[config.mk]
export PLATFORM = sky130hd
export DESIGN_NAME = uart_i2c_bridge
export DESIGN_NICKNAME = d
export VERILOG_FILES = /design/src/rtl/uart_i2c_pkg.sv /design/src/rtl/uart_i2c_bridge.sv
export SDC_FILE = /design/constraint.sdc
export NUM_CORES = 1
export LEC_CHECK = 0
export CAP_MARGIN = 30
export CORE_ASPECT_RATIO = 0.9
export CORE_MARGIN = 2
export CORE_UTILIZATION = 35
export CTS_BUF_LIST = sky130_fd_sc_hd__clkbuf_8
export DETAILED_ROUTE_END_ITERATION = 10
export MAX_ROUTING_LAYER = met4
export PLACE_DENSITY_LB_ADDON = 0.05
export SLEW_MARGIN = 5
export SYNTH_ARGS = -nofsm -noshare
export SYNTH_HDL_FRONTEND = slang
export SYNTH_SLANG_ARGS = --single-unit
[constraint.sdc]
create_clock -name clk_100MHz -period 1.5 [get_ports clk_100MHz]
set_input_delay 0.3 -clock clk_100MHz [delete_from_list [all_inputs] [get_ports clk_100MHz]]
set_output_delay 0.3 -clock clk_100MHz [all_outputs]
set_load 0.01 [all_outputs]
[src/rtl/uart_i2c_pkg.sv]
// Shared types and constants for the UART-to-I2C command bridge.
package uart_i2c_pkg;

  typedef enum logic [2:0] {
    ST_IDLE,
    ST_GET_DATA,
    ST_START,
    ST_WAIT_BUSY,
    ST_WAIT_DONE,
    ST_RESP
  } state_t;

  localparam logic [7:0] ACK_BYTE_DEF = 8'h06;
  localparam logic [7:0] NAK_BYTE_DEF = 8'h15;

  // Header byte layout: {rw, addr[6:0]}
  localparam int HDR_RW_BIT   = 7;
  localparam int HDR_ADDR_MSB = 6;
  localparam int HDR_ADDR_LSB = 0;

endpackage

[src/rtl/uart_i2c_bridge.sv]
// Pops {rw,addr}[,wdata] frames from the UART RX FIFO, runs one I2C transaction
// per frame and returns an ACK, read-data or NAK byte through the UART TX FIFO.
//
//   state       | meaning
//   ------------+------------------------------------------------------------
//   IDLE        | waiting for a header byte in the RX FIFO
//   GET_DATA    | write frame: waiting for the payload byte (no timeout)
//   START       | waiting for master ready, then pulse i2c_enable
//   WAIT_BUSY   | waiting for the master to drop ready
//   WAIT_DONE   | waiting for the master to raise ready again
//   RESP        | waiting for TX FIFO space, then push the response byte
module uart_i2c_bridge
  import uart_i2c_pkg::*;
#(
  parameter int unsigned TIMEOUT_CYCLES = 200000,
  parameter logic [7:0]  ACK_BYTE       = ACK_BYTE_DEF,
  parameter logic [7:0]  NAK_BYTE       = NAK_BYTE_DEF
) (
  input  logic       clk_100MHz,
  input  logic       reset,
  input  logic       rx_empty,
  input  logic [7:0] rx_data,
  output logic       rx_pop,
  input  logic       tx_full,
  output logic       tx_push,
  output logic [7:0] tx_data,
  input  logic       i2c_ready,
  input  logic [7:0] i2c_rdata,
  output logic       i2c_enable,
  output logic [6:0] i2c_addr,
  output logic       i2c_rw,
  output logic [7:0] i2c_wdata,
  output logic       busy,
  output logic       timeout_err
);

  localparam int CNT_W = (TIMEOUT_CYCLES > 1) ? $clog2(TIMEOUT_CYCLES) : 1;
  localparam logic [CNT_W-1:0] CNT_LAST = CNT_W'(TIMEOUT_CYCLES - 1);

  state_t           state;
  logic [CNT_W-1:0] cnt;
  logic             cnt_last;

  assign cnt_last = (cnt == CNT_LAST);

  always_ff @(posedge clk_100MHz) begin
    if (reset) begin
      state     <= ST_IDLE;
      cnt       <= '0;
      i2c_addr  <= '0;
      i2c_rw    <= 1'b0;
      i2c_wdata <= '0;
      tx_data   <= '0;
    end else begin
      unique case (state)
        ST_IDLE: begin
          cnt <= '0;
          if (!rx_empty) begin
            i2c_rw   <= rx_data[HDR_RW_BIT];
            i2c_addr <= rx_data[HDR_ADDR_MSB:HDR_ADDR_LSB];
            state    <= rx_data[HDR_RW_BIT] ? ST_START : ST_GET_DATA;
          end
        end
        ST_GET_DATA: begin
          if (!rx_empty) begin
            i2c_wdata <= rx_data;
            state     <= ST_START;
          end
        end
        ST_START: begin
          if (i2c_ready) begin
            cnt   <= '0;
            state <= ST_WAIT_BUSY;
          end else if (cnt_last) begin
            tx_data <= NAK_BYTE;
            state   <= ST_RESP;
          end else begin
            cnt <= cnt + CNT_W'(1);
          end
        end
        ST_WAIT_BUSY: begin
          if (!i2c_ready) begin
            cnt   <= '0;
            state <= ST_WAIT_DONE;
          end else if (cnt_last) begin
            tx_data <= NAK_BYTE;
            state   <= ST_RESP;
          end else begin
            cnt <= cnt + CNT_W'(1);
          end
        end
        ST_WAIT_DONE: begin
          // Completion is checked first so a late ready on the terminal count still wins.
          if (i2c_ready) begin
            tx_data <= i2c_rw ? i2c_rdata : ACK_BYTE;
            state   <= ST_RESP;
          end else if (cnt_last) begin
            tx_data <= NAK_BYTE;
            state   <= ST_RESP;
          end else begin
            cnt <= cnt + CNT_W'(1);
          end
        end
        ST_RESP: begin
          if (!tx_full) begin
            cnt   <= '0;
            state <= ST_IDLE;
          end
        end
        default: state <= ST_IDLE;
      endcase
    end
  end

  // Strobes are decoded against the live FIFO/master flags so a pop or push can
  // never be issued against an empty RX or full TX FIFO.
  assign rx_pop      = !reset && !rx_empty && (state == ST_IDLE || state == ST_GET_DATA);
  assign i2c_enable  = !reset && (state == ST_START) && i2c_ready;
  assign tx_push     = !reset && (state == ST_RESP) && !tx_full;
  assign timeout_err = !reset && cnt_last &&
                       (((state == ST_START)     && !i2c_ready) ||
                        ((state == ST_WAIT_BUSY) &&  i2c_ready) ||
                        ((state == ST_WAIT_DONE) && !i2c_ready));
  assign busy        = (state != ST_IDLE);

endmodule

## Word level (Yosys, flattened, before mapping)

Cells that the tools add are included.

| word-level totals | value |
|---|---|
| register bits after elaboration | 45 |
| output and inout port bits | 29 |
| logic and storage cells | 68 |

| operators by class | value |
|---|---|
| add/sub/neg operators | 1 |
| equality and inequality tests | 12 |
| muxes and demuxes | 21 |
| bitwise gates (word level) | 1 |
| reductions and logical operators | 27 |

Operators with widths:

| cell | count |
|---|---|
| $mux W18 | 5 |
| $pmux W18 S5 | 1 |
| $mux W8 | 5 |
| $pmux W8 S3 | 1 |
| $mux W3 | 7 |
| $add A18 B1 Y18 const B | 1 |
| $eq A18 B18 Y1 const B | 1 |
| $pmux W3 S6 | 1 |
| $ne A2 B2 Y1 const B | 6 |
| $logic_and A1 B1 Y1 | 11 |
| $reduce_and A3 Y1 | 3 |
| $eq A3 B2 Y1 const B | 2 |
| $eq A3 B3 Y1 const B | 2 |
| $reduce_bool A3 Y1 | 2 |
| $reduce_bool A5 Y1 | 1 |
| $logic_not A1 Y1 | 4 |
| $reduce_and A2 Y1 | 2 |
| $eq A3 B1 Y1 const B | 1 |
| $logic_not A3 Y1 | 1 |
| $logic_or A1 B1 Y1 | 3 |
| $mux W2 | 1 |
| $not A1 Y1 | 1 |

## Depth between registers and ports, before layout

Gate-level depths: netlist of run 1.

| depth | value |
|---|---|
| word-level depth | 5 |
| gate-level depth with buffers | 6 |
| mapped depth without buffers | 5 |

## Worst setup path before layout of run 1

No wires, ideal clock.

| path | value |
|---|---|
| path type | register to output |
| from | register cnt[0] |
| to | output port timeout_err |
| data arrival time | 1.398 ns |
| data required time | 1.200 ns |
| setup slack | -0.198 ns |
| stages on the path, launching flop included | 6 |
| path buffers | 1 |
| cell sequence | dfxtp_1 -> ha_1 -> and4_1 -> and2_1 -> clkbuf_1 -> and3_1 |

| between the ends | value |
|---|---|
| word-level cells in the longest chain between the ends | 3 |

RTL lines:

| what | RTL line | source |
|---|---|---|
| start: declaration | uart_i2c_bridge.sv:41 | `logic [CNT_W-1:0] cnt;` |
| start signal: assignment | uart_i2c_bridge.sv:78 | `cnt <= cnt + CNT_W'(1);` |
| start signal: assignment | uart_i2c_bridge.sv:89 | `cnt <= cnt + CNT_W'(1);` |
| start signal: assignment | uart_i2c_bridge.sv:101 | `cnt <= cnt + CNT_W'(1);` |
| $eq A18 B18 Y1 | uart_i2c_bridge.sv:44 | `assign cnt_last = (cnt == CNT_LAST);` |
| $logic_and A1 B1 Y1 (2 in a row) | uart_i2c_bridge.sv:120 | `assign timeout_err = !reset && cnt_last &&` |
| end: declaration | uart_i2c_bridge.sv:34 | `output logic timeout_err` |

No other way between the ends.

## Final worst setup path of run 1

| path | value |
|---|---|
| from | register state[1] |
| to | register cnt[13] |

| between the ends | value |
|---|---|
| word-level cells in the longest chain between the ends | 3 |
| elaborated cells on any way between the ends | 10 |
| those cells by class | 6 x eq/ne; 1 x mux; 3 x reduce/logical |

RTL lines:

| what | RTL line | source |
|---|---|---|
| start: declaration | uart_i2c_bridge.sv:40 | `state_t state;` |
| start signal: assignment | uart_i2c_bridge.sv:61 | `state <= rx_data[HDR_RW_BIT] ? ST_START : ST_GET_DATA;` |
| $eq A3 B2 Y1, or another cell as far along | uart_i2c_bridge.sv:55 | `unique case (state)` |
| $reduce_bool A5 Y1 (no source line) or $ne A2 B2 Y1 (tied branches) | n/a |  |
| $reduce_and A3 Y1 (no source line) | n/a |  |

Parallel ways exist; a longest one is shown, timed or not.
A chain may end at the register's enable or synchronous reset.

==> run metrics, run 1 <==
status complete, but fails checks; violations in the final reports setup timing; hold_buf cts 0; startpoint types flip-flop; share of cells above drive strength 1 44.3%; crit share post-route 118%; Final Net Count 420; Final ANT Viol Nets 0; Top delay family on crit path compound AO/OA/AOI/OAI gates; Crit. End Element flip-flop; # DRC 0; Final min period 1760 ps; Tightest Pin Transition 329 ps; net switching power 0.728 mW; Mean Syn Cell Area 8.63 um2; number of buffers and inverters on the critical path 1; Reg clk slew, reported paths 80 ps; top cells by area, synth dfxtp_1, mux2i_1, a21oi_1; DRT iter0 DRCs 151; Power Dens Cells 618 nW/um2; core area 6550 um2; Rows 28; Max-slew headroom 78.0%; Slowest-stage cell, CP or4_4; DP Cell Count 462; Hold Crit Class flip-flop to flip-flop; Final Routed Wirelength 7520 um; RSZ-0062 raised after global routing true; DP Wirelength 4700 um; Slew Limit Fails 0; setup TNS -4650 ps; die height 81.9 um; synthesized net count 295; post-synth top area cell dfxtp_1; Post-Place Worst Slack -812 ps; Seq pwr share 48.2%; total CTS buffers 5; initial antenna violation count 0; Final Wtd Congestion 0.800; H-tree depth 2; Synth Instances 273; Power, Total 2.61 mW; crit-path max FO 7; Initial Utilization 36.0%; final worst slack -265 ps; Top FF cell, synth dfxtp_1; I/O pin count 50; post-synth top area share 38.2%; largest net degree at the start of global routing 15; Hold Fails Final Rpt 0; Clk Latency, worst-skew pair 300 ps; worst setup path class flip-flop to flip-flop; die width 90.5 um; placed instance area 3430 um2; CTS tree yes; CP Data Required Time 1730 ps; Synth warnings 0; max incr delay on CP 490 ps; routed vias 2,578; commonest non-fill, non-tap cell in the layout buf_4; Setup Viol. Count Final 40; VDD IR max 0.478 mV; Power Internal 1.88 mW; Switching Fraction 27.9%; Seq cells post-synth 45; max cap viols 0; clock power share 27.5%; first-pass GRT wire length 12,100 um; non-filler instance count after layout 487; Overflow after GRT 0; design area 4220 um2; clock skew 4.41 ps; vias in the first global route 2,518; TritonCTS Sinks 45; die area 7410 um2; Layout area overhead 79.2%; deepest clock path buffer count 2; crit-path cells buf_6 > o21a_4 > o221a_4 > or4_4 > a21oi_2; Leak Pwr 1.87 nW; Vias/cell 5.29; gr usage total 21.0%; FMAX 567 MHz; most frequent cells in the layout buf_4, dfxtp_1, nand2_1, clkdlybuf4s50_1, buf_6; arrival time worst endpoint 1990 ps; EDFF count, synth 0; async set-reset flop share out of synthesis 0%; post-synthesis sequential area ratio 38.2%; I/O Buffers 49; post-synthesis cell type count 53; drt pass-1 iters 4; routed len/inst 15.4 um; Diodes inserted 0; Root Driver clkbuf_8; Cell Area, Synth 2360 um2; Comb pwr share 24.3%
routing by layer:
| layer | GRT usage (%) | vias to the layer above | share of wire (%) | routed length, um |
|---|---|---|---|---|
| li1 | - | 1274 | - | - |
| met1 | 26.2 | 1218 | 45 | 3380 |
| met2 | 35.4 | 76 | 48 | 3620 |
| met3 | 3.49 | 10 | 5.5 | 414 |
| met4 | 6.31 | 0 | 1.4 | 102 |
| met5 | - | - | 0 | 0 |
cell families after synthesis:
family / count (synthesis) / synth area share (%)
simple gates: 120 / 29.6
compound gates: 65 / 18.5
flops: 45 / 38.2
buf+inv: 26 / 5.63
mux: 15 / 6.90
xor+xnor: 1 / 0.690
fa+ha+maj: 1 / 0.531
final cells by class:
cell class	instances	area, um2
Clock buffer	5	68.8
Clock inverter	1	5.00
Fill cell	554	2330
Inverter	9	33.8
Multi-Input combinational cell	204	1790
Sequential cell	45	925
Tap cell	90	113
Timing Repair Buffer	133	1290
timing repair:
item                                    in CTS  in global routing
endpoints found under the setup margin      44                 67
buffers inserted                            16                  1
gates cloned                                 4                  0
pin swaps                                   37                 16
gates resized for setup                    115                 52
power groups by stage:
stage          combinational, mW  clock [mW]  sequential, mW
2_1_floorplan              0.214           0            1.29
3_3_place_gp               0.486           0            1.28
3_5_place_dp               0.488           0            1.28
4_1_cts                    0.609       0.749            1.26
5_1_grt                    0.680       0.801            1.26
6_report                   0.635       0.717            1.26
registers in the layout, summed over array words and instances, names as in the netlist:
name and flops:
cnt 18, i2c_addr 7, i2c_rw 1, i2c_wdata 8
state 3, tx_data 8
tightest hold or removal path, stage by stage (launching register included):
cell	delay, ps
dfxtp_1	320
nand2_1	50
a21oi_1	50
synth_stat cells, types with 2 or more instances:
cell type / instances
dfxtp_1: 45
nand2_1: 29
a21oi_1: 26
nand3_1: 16
mux2i_1: 14
nor2_1: 12
inv_1: 9
clkbuf_1: 8
or4_1: 8
nand3b_1: 7
o21ai_0: 7
nor3_1: 6
o31ai_1: 6
a211oi_1: 5
and3_1: 5
nand4_1: 5
o2bb2ai_1: 5
and2_1: 4
buf_2: 4
or3_1: 4
buf_6: 3
o31a_1: 3
or3b_2: 3
a2bb2oi_1: 2
and4_1: 2
buf_4: 2
nand2b_1: 2
nor3b_1: 2
nor4_1: 2
nor4bb_1: 2
o211ai_1: 2
or2b_1: 2
final timing paths:
path,from,end,slack [ps],cells past startpoint
max reg2reg,state[1],cnt[13],-260,5
max,state[1],cnt[13],-260,5
min,i2c_wdata[6],i2c_wdata[6],450,2
min reg2reg,i2c_wdata[6],i2c_wdata[6],450,2
stage by stage:
| stage | util (%) | hold slack [ps] |
|---|---|---|
| after global placement | 52.3 | 444 |
| after global routing | 64.5 | 482 |
| after CTS | 61.5 | 461 |
| after detailed placement | 52.3 | 446 |
| after floorplan | - | 417 |
| final | 64.5 | 455 |
(Power assumes the default switching activity.)
==> run 2: changes to the inputs <==
Settings changed: SLEW_MARGIN 5 to unset.
==> results of run 2 <==
The final DEF is identical to that of run 1; final timing and power are the same.
==> run 3: changes to the inputs <==
Settings changed: CTS_BUF_LIST sky130_fd_sc_hd__clkbuf_8 to sky130_fd_sc_hd__clkbuf_4, HOLD_SLACK_MARGIN set to 0.06.
Clock period 1.5 ns to 1.95 ns, I/O delays scaled along.
==> run 3 against run 2 <==
Net effect: the flow still finishes with violations (setup timing); combinational power is 47% lower; routed wire length decreased by 17%; cell count decreased by 7.4%; first-iteration DRC count down 45%.
==> run metrics, run 3 (synthesized netlist as in run 1, its figures left out) <==
commonest non-fill, non-tap cell in the layout buf_4; DP Wirelength 4500 um (-4.3%); DRT iter0 DRCs 83 (-45%); worst flop-to-flop path endpoint cnt[14]; routed vias 2,311 (-10%); Reg clk slew, reported paths 130 ps (+50 ps); Max-slew headroom 74.3% (-3.7 points); initial antenna violation count 0 (unchanged); I/O Buffers 49 (unchanged); Layout area overhead 42.6%; hold_buf cts 0 (unchanged); share of cells above drive strength 1 23.5% (-21 points); Leak Pwr 1.23 nW (-34%); clock skew 7.55 ps (+3.14 ps); violations in the final reports setup timing; largest net degree at the start of global routing 26 (+11); Final ANT Viol Nets 0 (unchanged); I/O pin count 50 (unchanged); TritonCTS Sinks 45 (unchanged); status complete, but fails checks; startpoint types flip-flop; Hold Path End i2c_wdata[4]; arrival time worst endpoint 1600 ps (-390 ps); final worst slack -41.9 ps (+223 ps); reg2reg setup slack 130 ps (+390 ps); Tightest Pin Transition 375 ps (+45.9 ps); Hold Fails Final Rpt 0 (unchanged); gr usage total 17.9% (-3.1 points); # DRC 0 (unchanged); Power, Total 1.75 mW (-33%); Clk Latency, worst-skew pair 360 ps (+60 ps); Slowest-stage cell, CP dfxtp_2; CP most frequent cell and3_4; Rows 28 (unchanged); biggest regs cnt: 18 flops, i2c_wdata: 8 flops, tx_data: 8 flops; Root Driver clkbuf_4; Fillers 677 (+22%); Post-Place Worst Slack -549 ps (+263 ps); Diodes inserted 0 (unchanged); routed len/inst 13.8 um (-11%); Hold Crit Class flip-flop to flip-flop; CP startpoint cnt[7]; RSZ-0062 raised after global routing true; CTS tree yes; Initial Utilization 36.0% (unchanged); worst r2r src state[1]; max incr delay on CP 360 ps (-130 ps); max reg flops 18 (unchanged); max cap viols 0 (unchanged); die height 81.9 um (unchanged); total CTS buffers 5 (unchanged); Power Dens Cells 521 nW/um2 (-16%); Crit. End Element output port; Final Net Count 383 (-8.8%); Vias/cell 5.12 (-3.2%); drt pass-1 iters 4 (unchanged); Final min period 1990 ps; Final Wtd Congestion 0.843 (+5.3%); most frequent cells in the layout buf_4, clkdlybuf4s50_1, dfxtp_1, nand2_1, a21oi_1; H-tree depth 2 (unchanged); Final Routed Wirelength 6210 um (-17%); non-filler instance count after layout 451 (-7.4%); first-pass GRT wire length 10,500 um (-14%); vias in the first global route 2,146 (-15%); core area 6550 um2 (unchanged); deepest clock path buffer count 2 (unchanged); R2R cell count 5 (unchanged); hold depth 2 (unchanged); worst setup path class flip-flop to output port; Overflow after GRT 0 (unchanged); crit-path max FO 2 (-5); VDD IR max 0.283 mV (-41%); Slew Limit Fails 0 (unchanged); Top reg by flops cnt; crit-path cells nor4bb_4 > buf_4 > and3_4 > and3_4 > buf_6; FMAX 502 MHz; die width 90.5 um (unchanged); crit share post-route 102%; Hold Startpoint i2c_wdata[4]; die area 7410 um2 (unchanged); Setup Viol. Count Final 1 (-98%); CP Data Required Time 1560 ps (-170 ps); DP Cell Count 441 (-4.5%)
==> run 3: cell count changes in the layout (fill, tap and decap cells not counted), moves of 4 or more <==
cell and change:
nor3_4 -4, buf_4 -14, a21oi_2 -6, buf_6 -16
a211oi_1 +5, clkbuf_4 +6, dfxtp_2 -4, o2bb2ai_1 +4
a211oi_4 -5, clkdlybuf4s50_1 +21, dlymetal6s2s_1 -17, dfxtp_1 +5
clkbuf_8 -5, a21oi_1 +7
==> run 3: how the worst max path moves through the flow <==
| stage | endpoint | depth (start not counted) |
|---|---|---|
| after floorplan | timeout_err | 5 |
| after global placement | timeout_err | 5 |
| after detailed placement | timeout_err | 5 |
| after CTS | timeout_err | 5 |
| after global routing | timeout_err | 5 |
| final | timeout_err | 5 |
==> run 3: area by class of cell <==
| class | count | area (um2) | area share (%) |
|---|---|---|---|
| clock buffer | 6 | 45.0 | 1.34 |
| inverter | 9 | 33.8 | 1.00 |
| tap | 90 | 113 | 3.35 |
| timing repair buffer | 98 | 866 | 25.8 |
| sequential | 45 | 916 | 27.2 |
| multi-input combinational | 202 | 1390 | 41.2 |
| clock inverter | 1 | 3.75 | 0.112 |
==> run 3: where the power goes <==
part | internal (mW) | leakage (nW) | switching [mW]
Clock | 0.146 | 0.0292 | 0.306
Sequential | 0.944 | 0.369 | 0.0190
Combinational | 0.179 | 0.835 | 0.159
Total | 1.27 | 1.23 | 0.484
==> run 3: worst max-delay path: cells and delay by family, from the launching register on <==
| kind | cells | cell delay (ps) |
|---|---|---|
| flops | 1 | 360 |
| simple gates | 3 | 620 |
| buf+inv | 2 | 250 |
==> run 3: routing by layer <==
layer / vias up / routed length [um] / global-route usage, %
li1: 1190 / - / -
met1: 1066 / 3170 / 24.8
met2: 48 / 2730 / 26.7
met3: 7 / 244 / 3.21
met4: 0 / 63 / 5.38
met5: - / 0 / -
==> run 3: per-stage QoR <==
stage | area (um2) | hold slack, ps | util [%] | TNS, ps
2_1_floorplan | 2360 | 459 | - | 0
3_3_place_gp | 3220 | 444 | 49.1 | -7080
3_5_place_dp | 3220 | 451 | 49.1 | -8290
4_1_cts | 3310 | 469 | 50.6 | -52.2
5_1_grt | 3360 | 492 | 51.3 | -108
6_report | 3360 | 463 | 51.3 | -41.9
==> run 3: what timing repair did <==
action,CTS,global route
buffers inserted,0,3
endpoints found under the setup margin,8,3
resized for setup,34,10
pin swaps,2,3
